**src/rtl/sc_dntransition_counter_pkg.sv**
```systemverilog
// Shared types for the down-transition counter: FSM state encoding and defaults.
package sc_dntransition_counter_pkg;

  localparam int unsigned DEFAULT_WIDTH = 8;
  localparam int unsigned STATE_W       = 2;

  localparam logic [STATE_W-1:0] ENC_IDLE  = 2'd0;
  localparam logic [STATE_W-1:0] ENC_RUN   = 2'd1;
  localparam logic [STATE_W-1:0] ENC_PAUSE = 2'd2;
  localparam logic [STATE_W-1:0] ENC_DONE  = 2'd3;

  typedef enum logic [STATE_W-1:0] {
    ST_IDLE  = ENC_IDLE,
    ST_RUN   = ENC_RUN,
    ST_PAUSE = ENC_PAUSE,
    ST_DONE  = ENC_DONE
  } state_e;

  // A run is in progress (counting or frozen)
  function automatic logic is_busy(input state_e s);
    return (s == ST_RUN) || (s == ST_PAUSE);
  endfunction

endpackage

```
**src/rtl/sc_dntransition_counter_if.sv**
```systemverilog
// Control/status bundle of the down-transition counter.
interface sc_dntransition_counter_if
  import sc_dntransition_counter_pkg::*;
#(
  parameter int unsigned W = DEFAULT_WIDTH
);

  logic         load_InLow;
  logic [W-1:0] preset_InBUS;
  logic         dncount_InLow;
  logic         pause_InLow;
  logic [W-1:0] data_OutBUS;
  logic         zero_Out;
  logic         busy_Out;
  logic         done_OutPulse;

  modport master (
    output load_InLow, preset_InBUS, dncount_InLow, pause_InLow,
    input  data_OutBUS, zero_Out, busy_Out, done_OutPulse
  );

  modport slave (
    input  load_InLow, preset_InBUS, dncount_InLow, pause_InLow,
    output data_OutBUS, zero_Out, busy_Out, done_OutPulse
  );

endinterface

```
**src/rtl/sc_falledge_detect.sv**
```systemverilog
// 1-bit falling-edge detector; history clears to 0 so reset release never fakes an edge.
module sc_falledge_detect (
  input  logic clk_i,
  input  logic rst_i,
  input  logic sig_i,
  output logic fall_c_o
);

  logic hist_q;

  // Previous-cycle sample of the input
  always_ff @(posedge clk_i or posedge rst_i) begin
    if (rst_i) hist_q <= 1'b0;
    else       hist_q <= sig_i;
  end

  assign fall_c_o = hist_q & ~sig_i;

endmodule

```
**src/rtl/sc_dntransition_counter.sv**
```systemverilog
// Down counter decremented by falling transitions of dncount_InLow.
// Optional feature macro: SC_DNTRANSITIONCOUNTER_AUTORELOAD_EN (reload last preset at 1->0).
module sc_dntransition_counter
  import sc_dntransition_counter_pkg::*;
#(
  parameter int unsigned DNTRANSITIONCOUNTER_DATAWIDTH = DEFAULT_WIDTH
) (
  input  logic                      SC_upTRANSITION0COUNTER0_CLOCK_50,
  input  logic                      SC_upTRANSITION0COUNTER0R_RESET_InHigh,
  sc_dntransition_counter_if.slave  bus
);

  localparam int unsigned W = DNTRANSITIONCOUNTER_DATAWIDTH;

  logic         fall_c;
  state_e       state_q, state_d;
  logic [W-1:0] count_q, count_d;
  logic         zero_q, zero_d;
  logic         busy_q, busy_d;
  logic         done_q, done_d;
`ifdef SC_DNTRANSITIONCOUNTER_AUTORELOAD_EN
  logic [W-1:0] shadow_q, shadow_d;
`endif

  sc_falledge_detect u_fall (
    .clk_i    (SC_upTRANSITION0COUNTER0_CLOCK_50),
    .rst_i    (SC_upTRANSITION0COUNTER0R_RESET_InHigh),
    .sig_i    (bus.dncount_InLow),
    .fall_c_o (fall_c)
  );

  // State, count and registered status flags
  always_ff @(posedge SC_upTRANSITION0COUNTER0_CLOCK_50 or posedge SC_upTRANSITION0COUNTER0R_RESET_InHigh) begin
    if (SC_upTRANSITION0COUNTER0R_RESET_InHigh) begin
      state_q  <= ST_IDLE;
      count_q  <= '0;
      zero_q   <= 1'b1;
      busy_q   <= 1'b0;
      done_q   <= 1'b0;
`ifdef SC_DNTRANSITIONCOUNTER_AUTORELOAD_EN
      shadow_q <= '0;
`endif
    end else begin
      state_q  <= state_d;
      count_q  <= count_d;
      zero_q   <= zero_d;
      busy_q   <= busy_d;
      done_q   <= done_d;
`ifdef SC_DNTRANSITIONCOUNTER_AUTORELOAD_EN
      shadow_q <= shadow_d;
`endif
    end
  end

  // Next state: load has priority; transitions only count while running
  always_comb begin
    state_d  = state_q;
    count_d  = count_q;
    done_d   = 1'b0;
`ifdef SC_DNTRANSITIONCOUNTER_AUTORELOAD_EN
    shadow_d = shadow_q;
`endif
    if (!bus.load_InLow) begin
      count_d = bus.preset_InBUS;
`ifdef SC_DNTRANSITIONCOUNTER_AUTORELOAD_EN
      shadow_d = bus.preset_InBUS;
`endif
      if (bus.preset_InBUS == '0) begin
        state_d = ST_DONE;
        done_d  = 1'b1;
      end else begin
        state_d = ST_RUN;
      end
    end else begin
      unique case (state_q)
        ST_RUN: begin
          if (!bus.pause_InLow) begin
            state_d = ST_PAUSE;
          end else if (fall_c) begin
            if (count_q <= W'(1)) begin
              done_d = 1'b1;
`ifdef SC_DNTRANSITIONCOUNTER_AUTORELOAD_EN
              count_d = shadow_q;
`else
              count_d = '0;
              state_d = ST_DONE;
`endif
            end else begin
              count_d = count_q - W'(1);
            end
          end
        end
        ST_PAUSE: begin
          if (bus.pause_InLow) state_d = ST_RUN;
        end
        default: begin
          // IDLE and DONE hold until the next load
        end
      endcase
    end
    zero_d = (count_d == '0);
    busy_d = is_busy(state_d);
  end

  assign bus.data_OutBUS   = count_q;
  assign bus.zero_Out      = zero_q;
  assign bus.busy_Out      = busy_q;
  assign bus.done_OutPulse = done_q;

endmodule

```
**src/flat_wrapper.sv**
```systemverilog
// flat-port wrapper written by rule: the top's interface ports become plain ports
module sc_dntransition_counter_flat import sc_dntransition_counter_pkg::*;
#(
  parameter int unsigned DNTRANSITIONCOUNTER_DATAWIDTH = DEFAULT_WIDTH
)
  (SC_upTRANSITION0COUNTER0_CLOCK_50, SC_upTRANSITION0COUNTER0R_RESET_InHigh, bus_load_InLow, bus_preset_InBUS, bus_dncount_InLow, bus_pause_InLow, bus_data_OutBUS, bus_zero_Out, bus_busy_Out, bus_done_OutPulse);
  sc_dntransition_counter_if #(.W((8))) bus_i ();
  input  logic SC_upTRANSITION0COUNTER0_CLOCK_50;
  input  logic SC_upTRANSITION0COUNTER0R_RESET_InHigh;
  input wire logic [$bits(bus_i.load_InLow)-1:0] bus_load_InLow;
  input wire logic [$bits(bus_i.preset_InBUS)-1:0] bus_preset_InBUS;
  input wire logic [$bits(bus_i.dncount_InLow)-1:0] bus_dncount_InLow;
  input wire logic [$bits(bus_i.pause_InLow)-1:0] bus_pause_InLow;
  output wire logic [$bits(bus_i.data_OutBUS)-1:0] bus_data_OutBUS;
  output wire logic [$bits(bus_i.zero_Out)-1:0] bus_zero_Out;
  output wire logic [$bits(bus_i.busy_Out)-1:0] bus_busy_Out;
  output wire logic [$bits(bus_i.done_OutPulse)-1:0] bus_done_OutPulse;
  assign bus_i.load_InLow = bus_load_InLow;
  assign bus_i.preset_InBUS = bus_preset_InBUS;
  assign bus_i.dncount_InLow = bus_dncount_InLow;
  assign bus_i.pause_InLow = bus_pause_InLow;
  assign bus_data_OutBUS = bus_i.data_OutBUS;
  assign bus_zero_Out = bus_i.zero_Out;
  assign bus_busy_Out = bus_i.busy_Out;
  assign bus_done_OutPulse = bus_i.done_OutPulse;
  sc_dntransition_counter #(.DNTRANSITIONCOUNTER_DATAWIDTH(DNTRANSITIONCOUNTER_DATAWIDTH)) u_core (.SC_upTRANSITION0COUNTER0_CLOCK_50(SC_upTRANSITION0COUNTER0_CLOCK_50), .SC_upTRANSITION0COUNTER0R_RESET_InHigh(SC_upTRANSITION0COUNTER0R_RESET_InHigh), .bus(bus_i));
endmodule
```
**config.mk**
```make
export PLATFORM = sky130hd
export DESIGN_NAME = sc_dntransition_counter_flat
export DESIGN_NICKNAME = d
export VERILOG_FILES = /design/src/rtl/sc_dntransition_counter_pkg.sv /design/src/rtl/sc_dntransition_counter_if.sv /design/src/rtl/sc_falledge_detect.sv /design/src/rtl/sc_dntransition_counter.sv /design/src/flat_wrapper.sv
export SDC_FILE = /design/constraint.sdc
export NUM_CORES = 1
export LEC_CHECK = 0
export BUFFER_PORTS_ARGS = -buffer_cell sky130_fd_sc_hd__buf_2
export CORE_MARGIN = 4
export CORE_UTILIZATION = 47
export DETAILED_ROUTE_END_ITERATION = 8
export GPL_TIMING_DRIVEN = 0
export PLACE_DENSITY_LB_ADDON = 0.25
export RECOVER_POWER = 100
export SKIP_LAST_GASP = 1
export SYNTH_ARGS = -nofsm -noshare
export SYNTH_HDL_FRONTEND = slang
export SYNTH_SLANG_ARGS = --single-unit
```
**constraint.sdc**
```tcl
create_clock -name SC_upTRANSITION0COUNTER0_CLOCK_50 -period 2.5 [get_ports SC_upTRANSITION0COUNTER0_CLOCK_50]
set_input_delay 0.25 -clock SC_upTRANSITION0COUNTER0_CLOCK_50 [delete_from_list [all_inputs] [get_ports SC_upTRANSITION0COUNTER0_CLOCK_50]]
set_output_delay 0.25 -clock SC_upTRANSITION0COUNTER0_CLOCK_50 [all_outputs]
set_load 0.005 [all_outputs]
```
==> reports/results.ini, run 1 <==
[detailed_routing]
met1_length_um=928
ant_nets=0
met2WireLength_mm=1.06
first_pass_iters=4
route.detailed.drc=0
num_vias=868
wirelength_mm=2.15
drtIter0Drc=41
highest_layer=met4
wl_per_cell_um=14.2
wl_met3_um=160
viasPerCell=5.71

[sta]
setup_violations=0
worst_pin_slew_ns=0.512
hold_slack_ns=-0.0185
fmax_mhz=458
layout_setup_ws_ns=0.315
clock_skew_ns=0.00592
max-slew-margin-rel_pct=65.8
finalCriticalPeriod_ns=2.18
hold_viol=13
final.setup.tns_ns=0
period_share_pct=87.4
slew_violations=0
rsz0062_at_grt=false

[place]
place_ws_ns=0.447
place_congestion=0.861
dp_hpwl_mm=1.67
placement.io_buffers=23

[worst_setup_path]
path_depth=7
cp_slowest_stage_delay_ns=0.43
cp_data_arrival_time_ns=2.36
worstSetupPathType=flip-flop to flip-flop
path_buf_inv=1
crit_start=u_core.state_q[0]
crit_slowest_cell=dfrtp_1
cp.required_ns=2.67
r2r-start=u_core.state_q[0]
r2r_end=u_core.bus.zero_Out
reg2reg_setup_slack_ns=0.32
cp_max_fo=8
startpoint_type=flip-flop
end_kind=flip-flop
critPathTopFamily=simple AND/OR/NAND/NOR gates
rr_worst_depth=7
path_cells=ha_1, and4b_1, buf_2, and2_0, a211oi_1, o221ai_1, nor4_1
crit_end=u_core.bus.zero_Out

[floorplan]
initial_core_util_pct=51.2
core_region_area_um2=1780
io_pins=24
dieArea_um2=2710
row_count=15
die_w_um=52.1
die_h_um=52.1

[final_layout]
syn2layout_area_growth_pct=17.7
final_cell_mix=buf_2, nor2_1, dfrtp_1
multiInputGateArea_um2=497
nFillCells=170
drive_gt1_share_pct=23.6
fin_nets=145
final_common_cell=buf_2
seq_area_um2=352
antenna_cells=0

[power]
leakagePower_nw=0.490
vdd_ir_drop_max_mv=0.341
p_total_uw=706
powerDensity_nw_per_um2=657

[global_routing]
grt_pass1_vias=835
grt_pass1_wl_mm=3.81
antenna_found_initial=0
grt_max_degree=15
grt_use_total_pct=18.9
gr-total-overflow=0

[cts]
cts_buffer_depth=2
cts_made_buffers=3
postCtsSetupRepairBufs=0
cts_resized=0
clock_latency_ns=0.28
root_buffer=clkbuf_4
tritoncts=yes
cts-htree-levels=1
holdBufCountCts=0
clock_sinks=14
path_clk_slew_ns=0.08

[yosys]
synth-edff-count=0
async_flop_share_pct=100
ys_warn_count=0
syn_area_um2=913
ys.flop_type=dfrtp_1
syn_inst=100
ys_seq_area_share_pct=38.5
ys_ff_latch=14
synth.distinct_cells=36
synthesis.nets=117
syn_area_per_cell_um2=9.13

[job]
maxCapViolations=0

[outcome]
status=finished with violations
violations=negative hold slack

[min_path]
hold_path_class=primary input to async pin

[worst min-delay path by stage]
stage               depth (start not counted)                         to  slack (ns)
floorplan                                   1        u_core.bus.busy_Out        0.14
global placement                            2  u_core.bus.data_OutBUS[7]        0.31
detailed placement                          2        u_core.bus.busy_Out        0.31
CTS                                         2        u_core.bus.busy_Out       0.005
global route                                2        u_core.bus.busy_Out        0.03
finish                                      2        u_core.bus.busy_Out       -0.02
[power breakdown]
group	total, mW	leakage (nW)	switching (mW)	internal, mW
Clock	0.158	0.0210	0.0695	0.0887
Sequential	0.307	0.163	0.0424	0.264
Combinational	0.241	0.306	0.140	0.101
[cell families after synthesis]
group	after synthesis	synth area share, %
and+or+nand+nor	39	24.4
AOI/OAI and AO/OA	26	22.1
DFF	14	38.5
buffers and inverters	13	5.62
adders and majority gates	4	5.48
xor gates and xnor gates	3	2.88
muxes	1	1.10
[cells in the mapped netlist, types with 2 or more instances]
cell       count  area share [%]
a21oi_1        4             2.2
a31oi_1        4             2.7
and4_1         2             1.9
buf_2          2             1.1
dfrtp_1       13              36
ha_1           4             5.5
inv_1         10             4.1
nand2_1        9             3.7
nor2_1        13             5.3
nor3_1         3             1.6
nor4_1         3             2.1
o21ai_0        4             2.2
o21ba_2        2             2.2
o2bb2ai_1      3             2.9
xor2_1         3             2.9
[cell type report]
class,count,area share [%]
flip-flops and latches,14,32.7
repair buffers,23,10.0
inverters,11,3.84
clock buffers,4,3.38
well taps,25,2.91
multi-input cells,73,46.2
plain buffers,2,0.931
[metal layers]
layer / GRT usage (%) / vias up
met5: 0 / -
met4: 2.62 / 0
met3: 6.59 / 2
met2: 31.4 / 37
met1: 23.9 / 407
li1: - / 422
[state kept, by name (all words and copies together), names as in the netlist]
| register | flops |
|---|---|
| u_core.bus.data_OutBUS | 8 |
| u_core.u_fall.hist_q | 1 |
| u_core.bus.busy_Out | 1 |
| u_core.bus.zero_Out | 1 |
| u_core.state_q | 2 |
| u_core.bus.done_OutPulse | 1 |
[per-stage QoR]
stage               utilization, %  instances  hold slack (ns)  area (µm²)
floorplan                        -        100            0.139         913
global placement              59.4        148            0.305        1060
detailed placement            59.4        148            0.313        1060
CTS                           61.5        152          0.00469        1100
global route                  60.3        152           0.0295        1070
finish                        60.3        152          -0.0185        1070
Power figures use the tool's default switching activity.
==> run 2, diff against run 1 <==
==> constraint.sdc (replaced) <==
create_clock -name SC_upTRANSITION0COUNTER0_CLOCK_50 -period 2.5 [get_ports SC_upTRANSITION0COUNTER0_CLOCK_50]
set_input_delay 0.125 -clock SC_upTRANSITION0COUNTER0_CLOCK_50 [delete_from_list [all_inputs] [get_ports SC_upTRANSITION0COUNTER0_CLOCK_50]]
set_output_delay 0.125 -clock SC_upTRANSITION0COUNTER0_CLOCK_50 [all_outputs]
set_load 0.005 [all_outputs]
==> run 2 against run 1 <==
The flow now finishes without violations. Flip-flop and latch count is the same. Clock power barely moved. Critical path depth unchanged. Wire length is 1.9% higher. Maximum frequency rose by 1.6%. Sequential power about the same. Global-route usage is 0.24 points higher. Combinational power hardly changed. Largest power group unchanged. Utilization up 1.1 points. Non-clock buffer count increased by 2. Register-to-register slack better by 0.03 ns. Critical endpoint unchanged.
==> reports/results.ini, run 2 (same netlist as run 1, synthesis figures left out) <==
[outcome]
status=finished, final reports clean

[detailed_routing]
viasPerCell=5.64
first_pass_iters=4
ant_nets=0
drtIter0Drc=36
route.detailed.drc=0
wirelength_mm=2.19
wl_per_cell_um=14.2
num_vias=868

[global_routing]
use_met2_pct=31.8
grt_busiest_layer=met2
use_met1_pct=24.2
grt_max_degree=15
antenna_found_initial=0
grt_pass1_wl_mm=3.86
met3_usage_pct=6.59
grt_pass1_vias=854
gr-total-overflow=0
grt_use_total_pct=19.1

[cts]
tritoncts=yes
root_buffer=clkbuf_4
path_clk_slew_ns=0.08
postCtsSetupRepairBufs=0
cts_made_buffers=3
cts_buffer_depth=2
cts-htree-levels=1
clock_latency_ns=0.28
clock_sinks=14

[place]
dp_hpwl_mm=1.67
placement.io_buffers=23
place_congestion=0.861

[worst_setup_path]
reg2reg_setup_slack_ns=0.35
cp_data_arrival_time_ns=2.33
r2r_end=u_core.bus.zero_Out
rr_worst_depth=7
critPathTopFamily=simple AND/OR/NAND/NOR gates
worstSetupPathType=flip-flop to flip-flop
cp_max_fo=8
r2r-start=u_core.state_q[0]
path_cells=ha_1, and4b_1, buf_2, and2_0, a211oi_1, o221ai_1, nor4_1
crit_slowest_cell=dfrtp_1
end_kind=flip-flop
path_buf_inv=1
cp.required_ns=2.68
cp_slowest_stage_delay_ns=0.43
startpoint_type=flip-flop

[floorplan]
io_pins=24
die_w_um=52.1
row_count=15
die_h_um=52.1
core_region_area_um2=1780
initial_core_util_pct=51.2
dieArea_um2=2710

[sta]
max-slew-margin-rel_pct=65.4
finalCriticalPeriod_ns=2.15
period_share_pct=86.0
clock_skew_ns=0.00672
worst_pin_slew_ns=0.518
setup_violations=0
slew_violations=0
fmax_mhz=465
rsz0062_at_grt=false
hold_viol=0
final.setup.tns_ns=0

[min_path]
worstHoldPathCells=2
hold_path_class=primary input to flip-flop
worst_hold_startpoint=bus_preset_InBUS[5]
min_to=u_core.bus.data_OutBUS[5]

[power]
leakagePower_nw=0.498
vdd_ir_drop_max_mv=0.341
powerDensity_nw_per_um2=648
p_total_uw=710

[final_layout]
antenna_cells=0
final_common_cell=buf_2
fin_util_pct=61.4
drive_gt1_share_pct=23.3
final_cell_mix=buf_2, nor2_1, dfrtp_1
syn2layout_area_growth_pct=19.9
fin_nets=147
largest_reg_flops=8

[job]
maxCapViolations=0

## run 2: cell types whose count changed in the layout (fill, tap and decap cells not counted)
cell	before	now
dlygate4sd3_1	0	2
## run 2: layout make-up
| type | count | area, µm² |
|---|---|---|
| Buffer | 2 | 10.0 |
| Timing Repair Buffer | 25 | 128 |
| Inverter | 11 | 41.3 |
| Sequential cell | 14 | 352 |
| Tap cell | 25 | 31.3 |
| Multi-Input combinational cell | 73 | 497 |
| Clock buffer | 4 | 36.3 |
| Fill cell | 168 | 688 |
## run 2: layer usage
| metal | routed length (µm) | vias to the layer above |
|---|---|---|
| met5 | 0 | - |
| met4 | 1 | 0 |
| met3 | 146 | 2 |
| met2 | 1090 | 32 |
| met1 | 959 | 407 |
| li1 | - | 427 |
## run 2: timing repair
action,4_1_cts,5_1_grt
gates resized for setup,0,0
hold buffers,2,0
hold endpoints to repair,14,0
## run 2: power by group
part	switching [mW]	leakage [nW]	internal, mW	total [mW]
registers	0.0422	0.163	0.264	0.307
clock network	0.0703	0.0210	0.0887	0.159
logic	0.141	0.315	0.103	0.244
## run 2: worst max path at each step
stage | start | endpoint | slack [ns] | depth (start not counted)
2_1_floorplan | u_core.state_q[1] | u_core.bus.zero_Out | 0.72 | 7
3_3_place_gp | u_core.state_q[1] | u_core.bus.zero_Out | 0.53 | 7
3_5_place_dp | u_core.state_q[1] | u_core.bus.zero_Out | 0.45 | 7
4_1_cts | u_core.state_q[1] | u_core.bus.zero_Out | 0.43 | 7
5_1_grt | u_core.state_q[0] | u_core.bus.zero_Out | 0.20 | 7
6_report | u_core.state_q[0] | u_core.bus.zero_Out | 0.35 | 7
## run 2: stage by stage
step                instances  setup slack (ns)  hold slack [ns]  instance area, µm²
floorplan                 100             0.724           0.0135                 913
global placement          148             0.534            0.180                1060
detailed placement        148             0.447            0.188                1060
CTS                       154             0.432           0.0594                1120
global route              154             0.199           0.0693                1090
finish                    154             0.349           0.0624                1090
